==> config.mk <==
export PLATFORM = sky130hd
export DESIGN_NAME = pipeline_hazard_ctrl
export DESIGN_NICKNAME = d
export VERILOG_FILES = /design/src/rtl/pipeline_hazard_ctrl.sv
export SDC_FILE = /design/constraint.sdc
export NUM_CORES = 1
export LEC_CHECK = 0
export CELL_PAD_IN_SITES_DETAIL_PLACEMENT = 1
export CELL_PAD_IN_SITES_GLOBAL_PLACEMENT = 1
export CORE_MARGIN = 4
export CORE_UTILIZATION = 33
export CTS_CLUSTER_DIAMETER = 150
export DETAILED_ROUTE_END_ITERATION = 10
export GPL_ROUTABILITY_DRIVEN = 0
export PLACE_DENSITY_LB_ADDON = 0.08
export SYNTH_ARGS = -nofsm -noshare
export SYNTH_HDL_FRONTEND = slang
export SYNTH_SLANG_ARGS = --single-unit
==> constraint.sdc <==
create_clock -name clk -period 2.7 [get_ports clk]
set_input_delay 0.675 -clock clk [delete_from_list [all_inputs] [get_ports clk]]
set_output_delay 0.675 -clock clk [all_outputs]
set_load 0.1 [all_outputs]
==> src/rtl/pipeline_hazard_ctrl.sv <==
// pipeline_hazard_ctrl: EX forwarding selects, load-use stall, redirect flush, data-memory wait FSM and saturating stall/flush counters
module pipeline_hazard_ctrl #(
  parameter int REG_AW       = 5,
  parameter int DATA_MEM_LAT = 1,
  parameter int CNT_W        = 32
) (
  input  logic              clk,
  input  logic              RESET,
  input  logic [REG_AW-1:0] rs_d,
  input  logic [REG_AW-1:0] rt_d,
  input  logic [REG_AW-1:0] rs_e,
  input  logic [REG_AW-1:0] rt_e,
  input  logic [REG_AW-1:0] write_reg_e,
  input  logic [REG_AW-1:0] write_reg_m,
  input  logic [REG_AW-1:0] write_reg_w,
  input  logic              reg_write_e,
  input  logic              reg_write_m,
  input  logic              reg_write_w,
  input  logic              mem_to_reg_e,
  input  logic              mem_to_reg_m,
  input  logic              mem_access_m,
  input  logic              branch_taken_m,
  input  logic              jump_m,
  output logic [1:0]        forward_a_e,
  output logic [1:0]        forward_b_e,
  output logic              stall_f,
  output logic              stall_d,
  output logic              stall_e,
  output logic              stall_m,
  output logic              flush_d,
  output logic              flush_e,
  output logic              bubble_w,
  output logic              mem_busy,
  output logic [CNT_W-1:0]  stall_cycles,
  output logic [CNT_W-1:0]  flush_count
);
  localparam int CW = $clog2(DATA_MEM_LAT) + 1;
  localparam logic MULTI = DATA_MEM_LAT > 1;
  typedef enum logic {S_IDLE, S_WAIT} state_t;
  state_t           state_q, state_d;
  logic [CW-1:0]    cnt_q, cnt_d;
  logic [CNT_W-1:0] stall_cycles_q, stall_cycles_d, flush_count_q, flush_count_d;
  logic             lu, rd, busy, wait_act, rd_app, lu_app, start;
  always_comb begin
    forward_a_e = (reg_write_m && write_reg_m != '0 && write_reg_m == rs_e) ? {1'b1, mem_to_reg_m} :
                  (reg_write_w && write_reg_w != '0 && write_reg_w == rs_e) ? 2'b01 : 2'b00;
    forward_b_e = (reg_write_m && write_reg_m != '0 && write_reg_m == rt_e) ? {1'b1, mem_to_reg_m} :
                  (reg_write_w && write_reg_w != '0 && write_reg_w == rt_e) ? 2'b01 : 2'b00;
    lu       = mem_to_reg_e && reg_write_e && write_reg_e != '0 && (write_reg_e == rs_d || write_reg_e == rt_d);
    rd       = branch_taken_m || jump_m;
    start    = state_q == S_IDLE && mem_access_m && MULTI;
    busy     = state_q == S_WAIT && cnt_q != CW'(1);
    wait_act = busy || start;
    rd_app   = rd && !wait_act;
    lu_app   = lu && !rd && !wait_act;
    stall_f  = wait_act || lu_app;
    stall_d  = wait_act || lu_app;
    stall_e  = wait_act;
    stall_m  = wait_act;
    bubble_w = wait_act;
    mem_busy = busy;
    flush_d  = rd_app;
    flush_e  = rd_app || lu_app;
    state_d  = state_q == S_IDLE ? (start ? S_WAIT : S_IDLE) : (cnt_q == CW'(1) ? S_IDLE : S_WAIT);
    cnt_d    = state_q == S_IDLE ? (start ? CW'(DATA_MEM_LAT - 1) : cnt_q) : cnt_q - CW'(1);
    stall_cycles_d = (stall_f && !(&stall_cycles_q)) ? stall_cycles_q + CNT_W'(1) : stall_cycles_q;
    flush_count_d  = (rd_app && !(&flush_count_q)) ? flush_count_q + CNT_W'(1) : flush_count_q;
  end
  always_ff @(posedge clk) begin
    if (RESET) begin
      state_q        <= S_IDLE;
      cnt_q          <= '0;
      stall_cycles_q <= '0;
      flush_count_q  <= '0;
    end else begin
      state_q        <= state_d;
      cnt_q          <= cnt_d;
      stall_cycles_q <= stall_cycles_d;
      flush_count_q  <= flush_count_d;
    end
  end
  assign stall_cycles = stall_cycles_q;
  assign flush_count  = flush_count_q;
endmodule

==> results of run 1 <==
Yosys cell counts, types with 2 or more instances:
master    count  area share [%]
o31ai_1       2            0.41
inv_1        12             1.2
nor4_1        7             1.2
and4_4        3            0.92
nand3_1      37             5.0
and3_1       18             3.1
xor2_1       41             9.8
and2_1        2            0.34
ha_1          2            0.68
o21ai_0      14             1.9
or4_1         5             1.0
nand4b_1      3            0.72
nand2_1      22             2.2
clkbuf_1      7            0.72
xnor2_1      37             8.8
dfxtp_1      66              36
or3_1         9             1.5
nor2b_1       4            0.68
nand4_1      24             4.1
nor2_1       58             5.9
nor3_2        2            0.55
buf_4         4            0.82
nor3_1        7            0.95
a21oi_1      15             2.0
nand2b_1      3            0.51
and4_1        6             1.4
buf_2         4            0.55
registers in the layout, indices dropped and copies added (netlist names):
name / count
state_q: 1
flush_count: 32
stall_cycles: 32
cnt_q: 1
per-layer routing:
layer / wire length, um / share of wire [%] / track usage [%]
met3: 501 / 4.3 / 4.14
met1: 4990 / 43 / 21.8
met5: 0 / 0 / 0
met2: 6010 / 52 / 32.9
met4: 136 / 1.2 / 5.21
repair_timing:
item / 4_1_cts / 5_1_grt
setup buffers: 2 / 2
setup endpoints to repair: 7 / 5
resized for setup: 86 / 15
pin swaps: 29 / 12
cell families (layout without fill, tap and decap cells):
logic type	after synthesis	count (layout)
XOR/XNOR	78	78
AO/OA/AOI/OAI	42	42
adder cells (fa/ha/maj)	2	2
flip-flops	66	66
buffers and inverters	29	185
AND/OR/NAND/NOR	217	217
multiplexers	3	3
worst max-delay path, cell delays in order:
cell and delay, ns:
buf_6 0.09, or4_4 0.54, o2111ai_4 0.22, nand2_2 0.10, nand2_4 0.10, clkinvlp_4 0.14
buf_12 0.20
final timing paths:
kind              slack (ns)  cells past startpoint       startpoint               end
setup reg to reg        0.48                      7  stall_cycles[0]  stall_cycles[25]
hold / removal          0.47                      2            cnt_q             cnt_q
setup / recovery       -0.04                      7   write_reg_e[4]           stall_f
hold reg to reg         0.47                      2            cnt_q             cnt_q
final cells by class:
class / count / area, um2 / share of cell area [%]
clock buffers: 11 / 131 / 2.36
well taps: 140 / 175 / 3.15
repair buffers: 158 / 1390 / 24.9
multi-input cells: 342 / 2420 / 43.5
clock inverters: 4 / 76.3 / 1.37
inverters: 12 / 48.8 / 0.877
flip-flops and latches: 66 / 1320 / 23.8
power breakdown:
part / leakage, uW / switching (uW) / internal [uW]
Clock: 0.000100 / 391 / 519
Sequential: 0.000532 / 6.51 / 979
Combinational: 0.00162 / 181 / 138
through the flow:
step	cells	power (uW)
2_1_floorplan	437	1170
3_3_place_gp	714	1320
3_5_place_dp	714	1330
4_1_cts	731	2240
5_1_grt	733	2310
6_report	733	2210
==> results_dict.tcl, run 1 <==
set metrics [dict create \
    status "complete, but fails checks" \
    failed_checks "setup timing" \
    synth_flop_cell "dfxtp_1" \
    final_common_cell "buf_4" \
    num_vias 3734 \
    postLayoutCellArea_um2 5560 \
    grt_overflow 0 \
    rsz0062_at_grt "true" \
    antenna_found_initial 0 \
    rows 38 \
    clock_path_buffers 2 \
    async_flop_share_pct 0 \
    worstPathArrival_ns 2.07 \
    die_w_um 113 \
    finClkSkew_ns 0.0110 \
    cts_tree "yes" \
    postCtsHoldBufs 0 \
    grt_max_degree 37 \
    min_period_ns 2.74 \
    synth_mux_area_share_pct 0.988 \
    tns_ns -0.113 \
    post-dp-hpwl_um 8980 \
    synthCells 437 \
    relSlewSlack_pct 66.4 \
    syn_area_um2 3670 \
    cp_max_fo 3 \
    dieArea_um2 12900 \
    synth_simple_gate_area_share_pct 32.4 \
    diodes 0 \
    clock-sinks 66 \
    max_freq_ghz 0.364 \
    viasPerCell 5.09 \
    p_leak_uw 0.00225 \
    power_density_nw_per_um2 398 \
    setup_viol 3 \
    min_period_over_period_pct 102 \
    drt.antenna.violating_nets 0 \
    dpl_cell_area_um2 5300 \
    area_growth_pct 51.6 \
    startpoint_type "input port" \
    cts_buffers 9 \
    crit_required_ns 2.03 \
    syn_avg_cell_area_um2 8.40 \
    pre_cts_slack_ns -0.505 \
    worst_slack_ns -0.0443 \
    synth_compound_area_share_pct 7.63 \
    path_clk_slew_ns 0.07 \
    fp.coreArea_um2 10800 \
    vdd_drop_max_uv 306 \
    synth.net_count 484 \
    routed_wl_um 11600 \
    synth_top_family_by_area "simple AND/OR/NAND/NOR gates" \
    fin_util_pct 51.3 \
    maxSlewViolCount 0 \
    hold_ws_ns 0.470 \
    hold_class "reg -> reg" \
    clock_latency_ns 0.35 \
    drt_iter0_markers 135 \
    seq_area_frac_synth_pct 36.0 \
    synth-warning-count 0 \
    fillers 1291 \
    drt_first_pass_iters 4 \
    drive_above_1_share_pct 32.0 \
    grtUsageTotal_pct 18.3 \
    start_util_pct 33.9 \
    final_cell_mix "102 x buf_4, 64 x dfxtp_1, 57 x nor2_1" \
    synthAdderAreaFrac_pct 0.682 \
    synth_xor_area_share_pct 18.6 \
    synth-edff-count 0 \
    maxCapViolations 0 \
    drc 0 \
    critical_path_class "in -> out" \
    final_nets 636 \
    pin_count 121 \
    die_h_um 113 \
    grt_pass1_vias 3810 \
    wl_per_cell_um 15.9 \
    grt_pass1_wl_um 19200 \
    end_kind "primary output" \
    worst_slew_pin_slew_ns 0.500 \
    final_hold_viol_count 0 \
    h-tree-depth 3 \
    ys_ff_latch 66 \
    cts-root-buf "clkbuf_8" \
    io_buffer_count 119 \
    ys_types 50 \
]
Note: power is estimated with default switching activity, not from simulation.
==> run 2: changes to the inputs <==
clock period = 3.1 ns   (was 2.7 ns; I/O delays follow)
==> results_dict.tcl, run 2 (synthesis gave the netlist of run 1 again) <==
set metrics [dict create \
    busiest_layer "met2" \
    startpoint_type "input port" \
    maxSlewViolCount 0 \
    grtUsageTotal_pct 18.4 \
    routed_wl_um 11700 \
    final_hold_viol_count 0 \
    finClkSkew_ns 0.00701 \
    worst_slew_pin_slew_ns 0.683 \
    min_period_ns 3.04 \
    path_clk_slew_ns 0.07 \
    path_cells "clkdlybuf4s50_1 > nor2_4 > o2111ai_4 > buf_4 > nand2b_1 > a21oi_2 > buf_12" \
    start_util_pct 33.9 \
    reg2reg_depth 7 \
    die_h_um 113 \
    r2r-end "stall_cycles[25]" \
    cts_buffers 9 \
    cp_top_family "buffers and inverters" \
    power_density_nw_per_um2 340 \
    cp_max_fo 2 \
    p_leak_uw 0.00223 \
    min_period_over_period_pct 98.1 \
    hold_path_end "cnt_q" \
    drt_first_pass_iters 4 \
    io_buffer_count 119 \
    hp-start "cnt_q" \
    cp_slowest_cell "clkdlybuf4s50_1" \
    drt_iter0_markers 86 \
    setup_viol 0 \
    critical_path_class "in -> out" \
    min_path_cells 2 \
    drc 0 \
    tns_ns 0 \
    grt_max_degree 37 \
    final_common_cell "buf_4" \
    vdd_drop_max_uv 236 \
    num_vias 3708 \
    postCtsHoldBufs 0 \
    h-tree-depth 3 \
    grt_use_met3_pct 4.19 \
    rows 38 \
    hold_class "reg -> reg" \
    cts-root-buf "clkbuf_8" \
    crit_buf_inv 3 \
    maxCapViolations 0 \
    dieArea_um2 12900 \
    worstPathArrival_ns 2.27 \
    r2r-start "stall_cycles[0]" \
    wl_per_cell_um 16.1 \
    drive_above_1_share_pct 29.0 \
    fillers 1305 \
    end_kind "primary output" \
    max_freq_ghz 0.329 \
    clock_path_buffers 2 \
    pin_count 121 \
    crit_required_ns 2.32 \
    antenna_found_initial 0 \
    status "finished clean" \
    gr-usage-met2_pct 33.1 \
    fp.coreArea_um2 10800 \
    fin_util_pct 50.3 \
    post-dp-hpwl_um 8960 \
    drt.antenna.violating_nets 0 \
    cts_tree "yes" \
    clock-sinks 66 \
    grt_overflow 0 \
    clock_latency_ns 0.36 \
    grt_pass1_wl_um 19200 \
    relSlewSlack_pct 54.5 \
    grt_pass1_vias 3831 \
    area_growth_pct 48.6 \
    reg2reg_slack_ns 0.87 \
    final_nets 630 \
    final_cell_mix "100 x buf_4, 66 x dfxtp_1, 57 x nor2_1" \
    viasPerCell 5.10 \
    max_stage_delay_ns 0.45 \
    grt_use_met1_pct 21.9 \
    diodes 0 \
    die_w_um 113 \
]
==> run 2: where the power goes <==
group / internal, uW / switching, uW / leakage [uW] / total, uW
combinational: 122 / 154 / 0.00161 / 277
clock: 387 / 334 / 0.0000962 / 721
sequential: 852 / 5.63 / 0.000532 / 857
total: 1360 / 494 / 0.00223 / 1860
==> run 2: through the flow <==
stage | worst slack, ns | instances | instance area (um2) | total power (uW) | hold WS, ns
2_1_floorplan | -0.507 | 437 | 3810 | 1020 | 0.444
3_3_place_gp | -0.287 | 707 | 5180 | 1150 | 0.453
3_5_place_dp | -0.321 | 707 | 5180 | 1150 | 0.469
4_1_cts | 0.00169 | 724 | 5420 | 1890 | 0.482
5_1_grt | -0.0110 | 727 | 5460 | 1940 | 0.514
6_report | 0.0586 | 727 | 5460 | 1860 | 0.474
==> run 2: routing by layer <==
| layer | up-vias | wire length [um] |
|---|---|---|
| li1 | 1832 | - |
| met1 | 1796 | 4980 |
| met2 | 65 | 6110 |
| met3 | 15 | 417 |
| met4 | 0 | 177 |
| met5 | - | 0 |
==> run 2: final cells by class <==
cell class / instances / area [um2] / share of cell area (%)
Clock buffer: 12 / 145 / 2.66
Clock inverter: 3 / 40.0 / 0.734
Inverter: 12 / 48.8 / 0.894
Multi-Input combinational cell: 342 / 2390 / 43.8
Sequential cell: 66 / 1320 / 24.2
Tap cell: 140 / 175 / 3.21
Timing Repair Buffer: 152 / 1340 / 24.5
==> run 2: how the worst max path moves through the flow <==
stage	startpoint	end	slack [ns]	cells past startpoint
6_report	branch_taken_m	flush_e	0.06	7
5_1_grt	rs_d[2]	stall_f	-0.01	7
4_1_cts	rt_e[4]	forward_b_e[0]	0.002	7
3_5_place_dp	write_reg_m[2]	forward_b_e[0]	-0.32	7
3_3_place_gp	write_reg_m[2]	forward_a_e[0]	-0.29	7
2_1_floorplan	write_reg_m[4]	forward_a_e[0]	-0.51	5
==> run 2: timing repair <==
item | in CTS | in global routing
setup endpoints to repair | 7 | 6
pin swaps | 20 | 20
gates resized for setup | 28 | 21
setup buffers | 2 | 3
hold endpoints to repair | 0 | 0
==> run 2: tightest hold or removal path: stages (launching register included) <==
cell and delay [ns]:
dfxtp_1 0.31, nand2b_1 0.06, a21oi_1 0.06
==> run 3: changes to the inputs <==
CORE_MARGIN = unset   (was 4)
==> results_dict.tcl, run 3 (synthesis gave the netlist of run 1 again) <==
set metrics [dict create \
    pin_count 121 \
    drt_first_pass_iters 4 \
    setup_viol 0 \
    hold_ws_ns 0.474 \
    viasPerCell 5.08 \
    start_util_pct 33.9 \
    crit_required_ns 2.32 \
    p_sw_uw 493 \
    grt_use_met3_pct 5.15 \
    die_h_um 107 \
    grt_pass1_wl_um 18700 \
    drc 0 \
    worst_slew_pin_slew_ns 0.595 \
    relSlewSlack_pct 60.3 \
    min_period_over_period_pct 99.1 \
    drt_iter0_markers 85 \
    final_common_cell "buf_4" \
    critical_path_class "in -> out" \
    die_w_um 107 \
    grt_max_degree 33 \
    diodes 0 \
    rows 38 \
    drt.antenna.violating_nets 0 \
    clock_path_buffers 2 \
    cts_tree "yes" \
    cts-root-buf "clkbuf_8" \
    wl_per_cell_um 15.7 \
    startpoint_type "input port" \
    gr-usage-met2_pct 37.4 \
    grt_use_met1_pct 24.3 \
    drive_above_1_share_pct 28.4 \
    maxSlewViolCount 0 \
    clkPwrFrac_pct 42.4 \
    busiest_layer "met2" \
    cp_max_fo 3 \
    end_kind "primary output" \
    final_nets 630 \
    num_vias 3696 \
    clock-sinks 66 \
    grtUsageTotal_pct 20.9 \
    pre_cts_slack_ns -0.365 \
    final_hold_viol_count 0 \
    vdd_drop_max_uv 248 \
    status "finished clean" \
    dieArea_um2 11500 \
    io_buffer_count 119 \
    internal-power_uw 1470 \
    grt_overflow 0 \
    clock_latency_ns 0.36 \
    path_clk_slew_ns 0.06 \
    antenna_found_initial 0 \
    hold_class "reg -> reg" \
    postLayoutCellArea_um2 5480 \
    power.share.switching_pct 25.2 \
    combPwrFrac_pct 13.9 \
    finClkSkew_ns 0.0140 \
    dpl_cell_area_um2 5170 \
    max_freq_ghz 0.326 \
    final_cell_mix "100 x buf_4, 66 x dfxtp_1, 57 x nor2_1" \
    worstPathArrival_ns 2.30 \
    h-tree-depth 3 \
    cts_buffers 9 \
    grt_pass1_vias 3696 \
    power_density_nw_per_um2 357 \
    area_growth_pct 49.3 \
    tns_ns 0 \
    fp.coreArea_um2 10800 \
    p_leak_uw 0.00223 \
    routed_wl_um 11400 \
    rsz0062_at_grt "true" \
    maxCapViolations 0 \
    worst_slack_ns 0.0279 \
    min_period_ns 3.07 \
    post-dp-hpwl_um 8650 \
    pwr-share-seq_pct 43.8 \
]
==> run 3: cell types whose count changed in the layout (fill, tap and decap cells not counted), sizes merged <==
cell,previous run,this run
clkinv,2,0
dlymetal6s2s,9,7
dlygate4sd2,6,9
clkdlybuf4s15,2,1
bufinv,1,2
clkdlybuf4s50,20,21
==> run 3: through the flow <==
step,power (uW),util [%],cells
final,1960,50.6,727
after global placement,1140,47.7,705
after CTS,1980,50.1,722
after floorplan,1020,-,437
after global routing,2040,50.6,727
after detailed placement,1150,47.7,705
==> run 3: layer usage <==
| metal | share of wire [%] | vias to the layer above |
|---|---|---|
| met5 | 0 | - |
| met4 | 1.3 | 0 |
| met3 | 4.0 | 9 |
| met2 | 52 | 77 |
| met1 | 42 | 1784 |
| li1 | - | 1826 |
==> run 3: layout make-up <==
| type | count | area (um2) |
|---|---|---|
| repair buffers | 152 | 1330 |
| fillers | 1278 | 5360 |
| well taps | 140 | 175 |
| clock buffers | 13 | 159 |
| clock inverters | 2 | 60.1 |
| inverters | 12 | 48.8 |
| multi-input cells | 342 | 2380 |
| flip-flops and latches | 66 | 1320 |
==> run 3: path summary, 6_finish.rpt <==
check                  from         endpoint  slack [ns]  depth (start not counted)
max          write_reg_m[1]   forward_a_e[0]        0.03                          7
min                   cnt_q            cnt_q        0.47                          2
max reg2reg  flush_count[0]  flush_count[30]        0.83                          6
min reg2reg           cnt_q            cnt_q        0.47                          2
==> run 3: power groups by stage <==
stage | registers, uW | logic (uW) | clock network (uW)
floorplan | 907 | 109 | 0
global placement | 877 | 267 | 0
detailed placement | 877 | 270 | 0
CTS | 857 | 272 | 852
global route | 858 | 290 | 892
finish | 857 | 272 | 830
==> run 3: what timing repair did <==
item	CTS	global route
hold buffers	0	0
gates resized for setup	28	16
pin swaps	14	11
buffers inserted	2	5
endpoints found under the setup margin	7	5
endpoints found under the hold margin	0	0
==> run 3: critical path, cell delays in order <==
cell           delay (ns)
dlygate4sd2_1        0.25
or4_4                0.52
o21ai_4              0.18
nor4_4               0.06
buf_4                0.15
o21ai_4              0.16
buf_12               0.19
==> variant, RTL diff (flow settings as in run 3) <==
Make the reset (`RESET`) asynchronous in one clocked block.
--- a/src/rtl/pipeline_hazard_ctrl.sv
+++ b/src/rtl/pipeline_hazard_ctrl.sv
@@ -66,7 +66,7 @@
     stall_cycles_d = (stall_f && !(&stall_cycles_q)) ? stall_cycles_q + CNT_W'(1) : stall_cycles_q;
     flush_count_d  = (rd_app && !(&flush_count_q)) ? flush_count_q + CNT_W'(1) : flush_count_q;
   end
-  always_ff @(posedge clk) begin
+  always_ff @(posedge clk or posedge RESET) begin
     if (RESET) begin
       state_q        <= S_IDLE;
       cnt_q          <= '0;
Check against the original RTL: differs if RESET is asserted again (counterexample within 4 cycles, from zero or initial values and one cycle with RESET high); with RESET held inactive, the same outputs for 10 cycles.
==> variant against run 3 <==
Count of clock-buffer cells in the layout decreased by 3; register-to-register slack got worse by 0.22 ns; synthesized area decreased by 2.6%; setup slack improved by 0.019 ns; maximum frequency increased by 0.61%; cell area decreased by 0.55%; sequential cell count unchanged; routed wire length decreased by 14%; via count decreased by 15%; largest cell class unchanged; highest routed layer unchanged.
Power is not compared: it rests on default switching activity, and its combinational part moved more than twofold at a synthesized area within 25%.
==> variant: results (changes against run 3) <==
Status
  – Outcome: finished, final reports clean

GRT
  – Global-route track usage on met1: 24.83% (+0.52 points)
  – Global-route wire length before repair: 16580 microns (-11%)
  – Maximum number of pins on one net before global-route repair: 67 (+100%)
  – Overall global routing resource usage: 18.83% (-2.1 points)
  – Met3 track utilization from global routing: 5.089% (-0.056 points)
  – Met2 routing resource usage after global routing: 29.78% (-7.6 points)

Floorplan
  – # rows: 37 (-2.6%)

Synthesis
  – Top cells by area in the synthesized netlist: dfrtp_1 (46%), xor2_1 (12%), xnor2_1 (10%)
  – Fraction of the mapped netlist area in compound gates: 2.518% (-5.1 points)
  – Ys async rst share: 100.0% (+100 points)
  – Area share of the largest cell type after synthesis: 46.17% (+10 points)
  – Syn nets: 406 (-16%)
  – Number of distinct library cells after synthesis: 34 (-32%)
  – Adder and majority gate portion of the synthesized area: 0.6995% (+0.018 points)
  – Post-synthesis mux area share: 0.6296% (-0.36 points)
  – Xor and xnor fraction of the mapped netlist area: 22.77% (+4.2 points)
  – Leading cell types by count after synthesis: dfrtp_1 (66), xor2_1 (51), xnor2_1 (42)

Critical path
  – Worst reg2reg endpoint: stall_cycles[25]$_DFFE_PP0P_
  – Count of cells along the worst register-to-register path: 8 (+2)
  – Startpoint of the worst setup timing path: rt_e[3]
  – Slowest Stage Delay on Critical Path: 0.46 ns (-0.06 ns)
  – Worst Setup EP: forward_b_e[0]

Clock tree
  – Post-CTS setup-driven buffer insertion count: 1 (-1)
  – Clock Latency Late Sink: 0.34 ns (-0.02 ns)

STA
  – Max transition margin: 70.51% (+10 points)

Layout
  – Number of nets at the end of the flow: 554 (-12%)
  – Fraction of area in multi-input gates: 37.32% (-6.2 points)
  – Filler cell count in the final layout: 1195 (-6.5%)
  – Clock-cell share of area: 4.177% (+0.18 points)
  – Finished Core Util: 52.34% (+1.8 points)
  – Count of multi-input gates: 272 (-20%)

Placement
  – Post-placement cell area: 0.005126 sq mm (-0.77%)

Detailed routing
  – Met3 Routed Length: 593 microns (+30%)
## variant: cell count changes after synthesis, moves of 7 or more
cell     change
xor2_1      +10
nor2_1      -33
dfxtp_1     -66
a21oi_1     -12
o21ai_0      -9
dfrtp_1     +66
nor3_1       +7
nand4_1     -15
## variant: power by group through the flow
stage	Clock, mW	Sequential (mW)	Combinational (mW)
after global placement	0	0.996	0.792
after CTS	0.847	0.985	0.802
final	0.825	0.983	0.802
after detailed placement	0	0.999	0.802
after floorplan	0	1.36	0.183
after global routing	0.891	0.995	0.844
## variant: through the flow
step / TNS (ns) / cells / power [mW] / worst slack, ns / hold WS [ns]
global placement: -1.578 / 629 / 1.788 / -0.2825 / 0.4458
CTS: 0 / 646 / 2.634 / 0.006020 / 0.4681
global route: 0 / 648 / 2.729 / 0.0006484 / 0.5027
finish: 0 / 648 / 2.611 / 0.04655 / 0.4646
floorplan: -1.220 / 359 / 1.544 / -0.5062 / 0.4332
detailed placement: -1.877 / 629 / 1.801 / -0.3110 / 0.4519
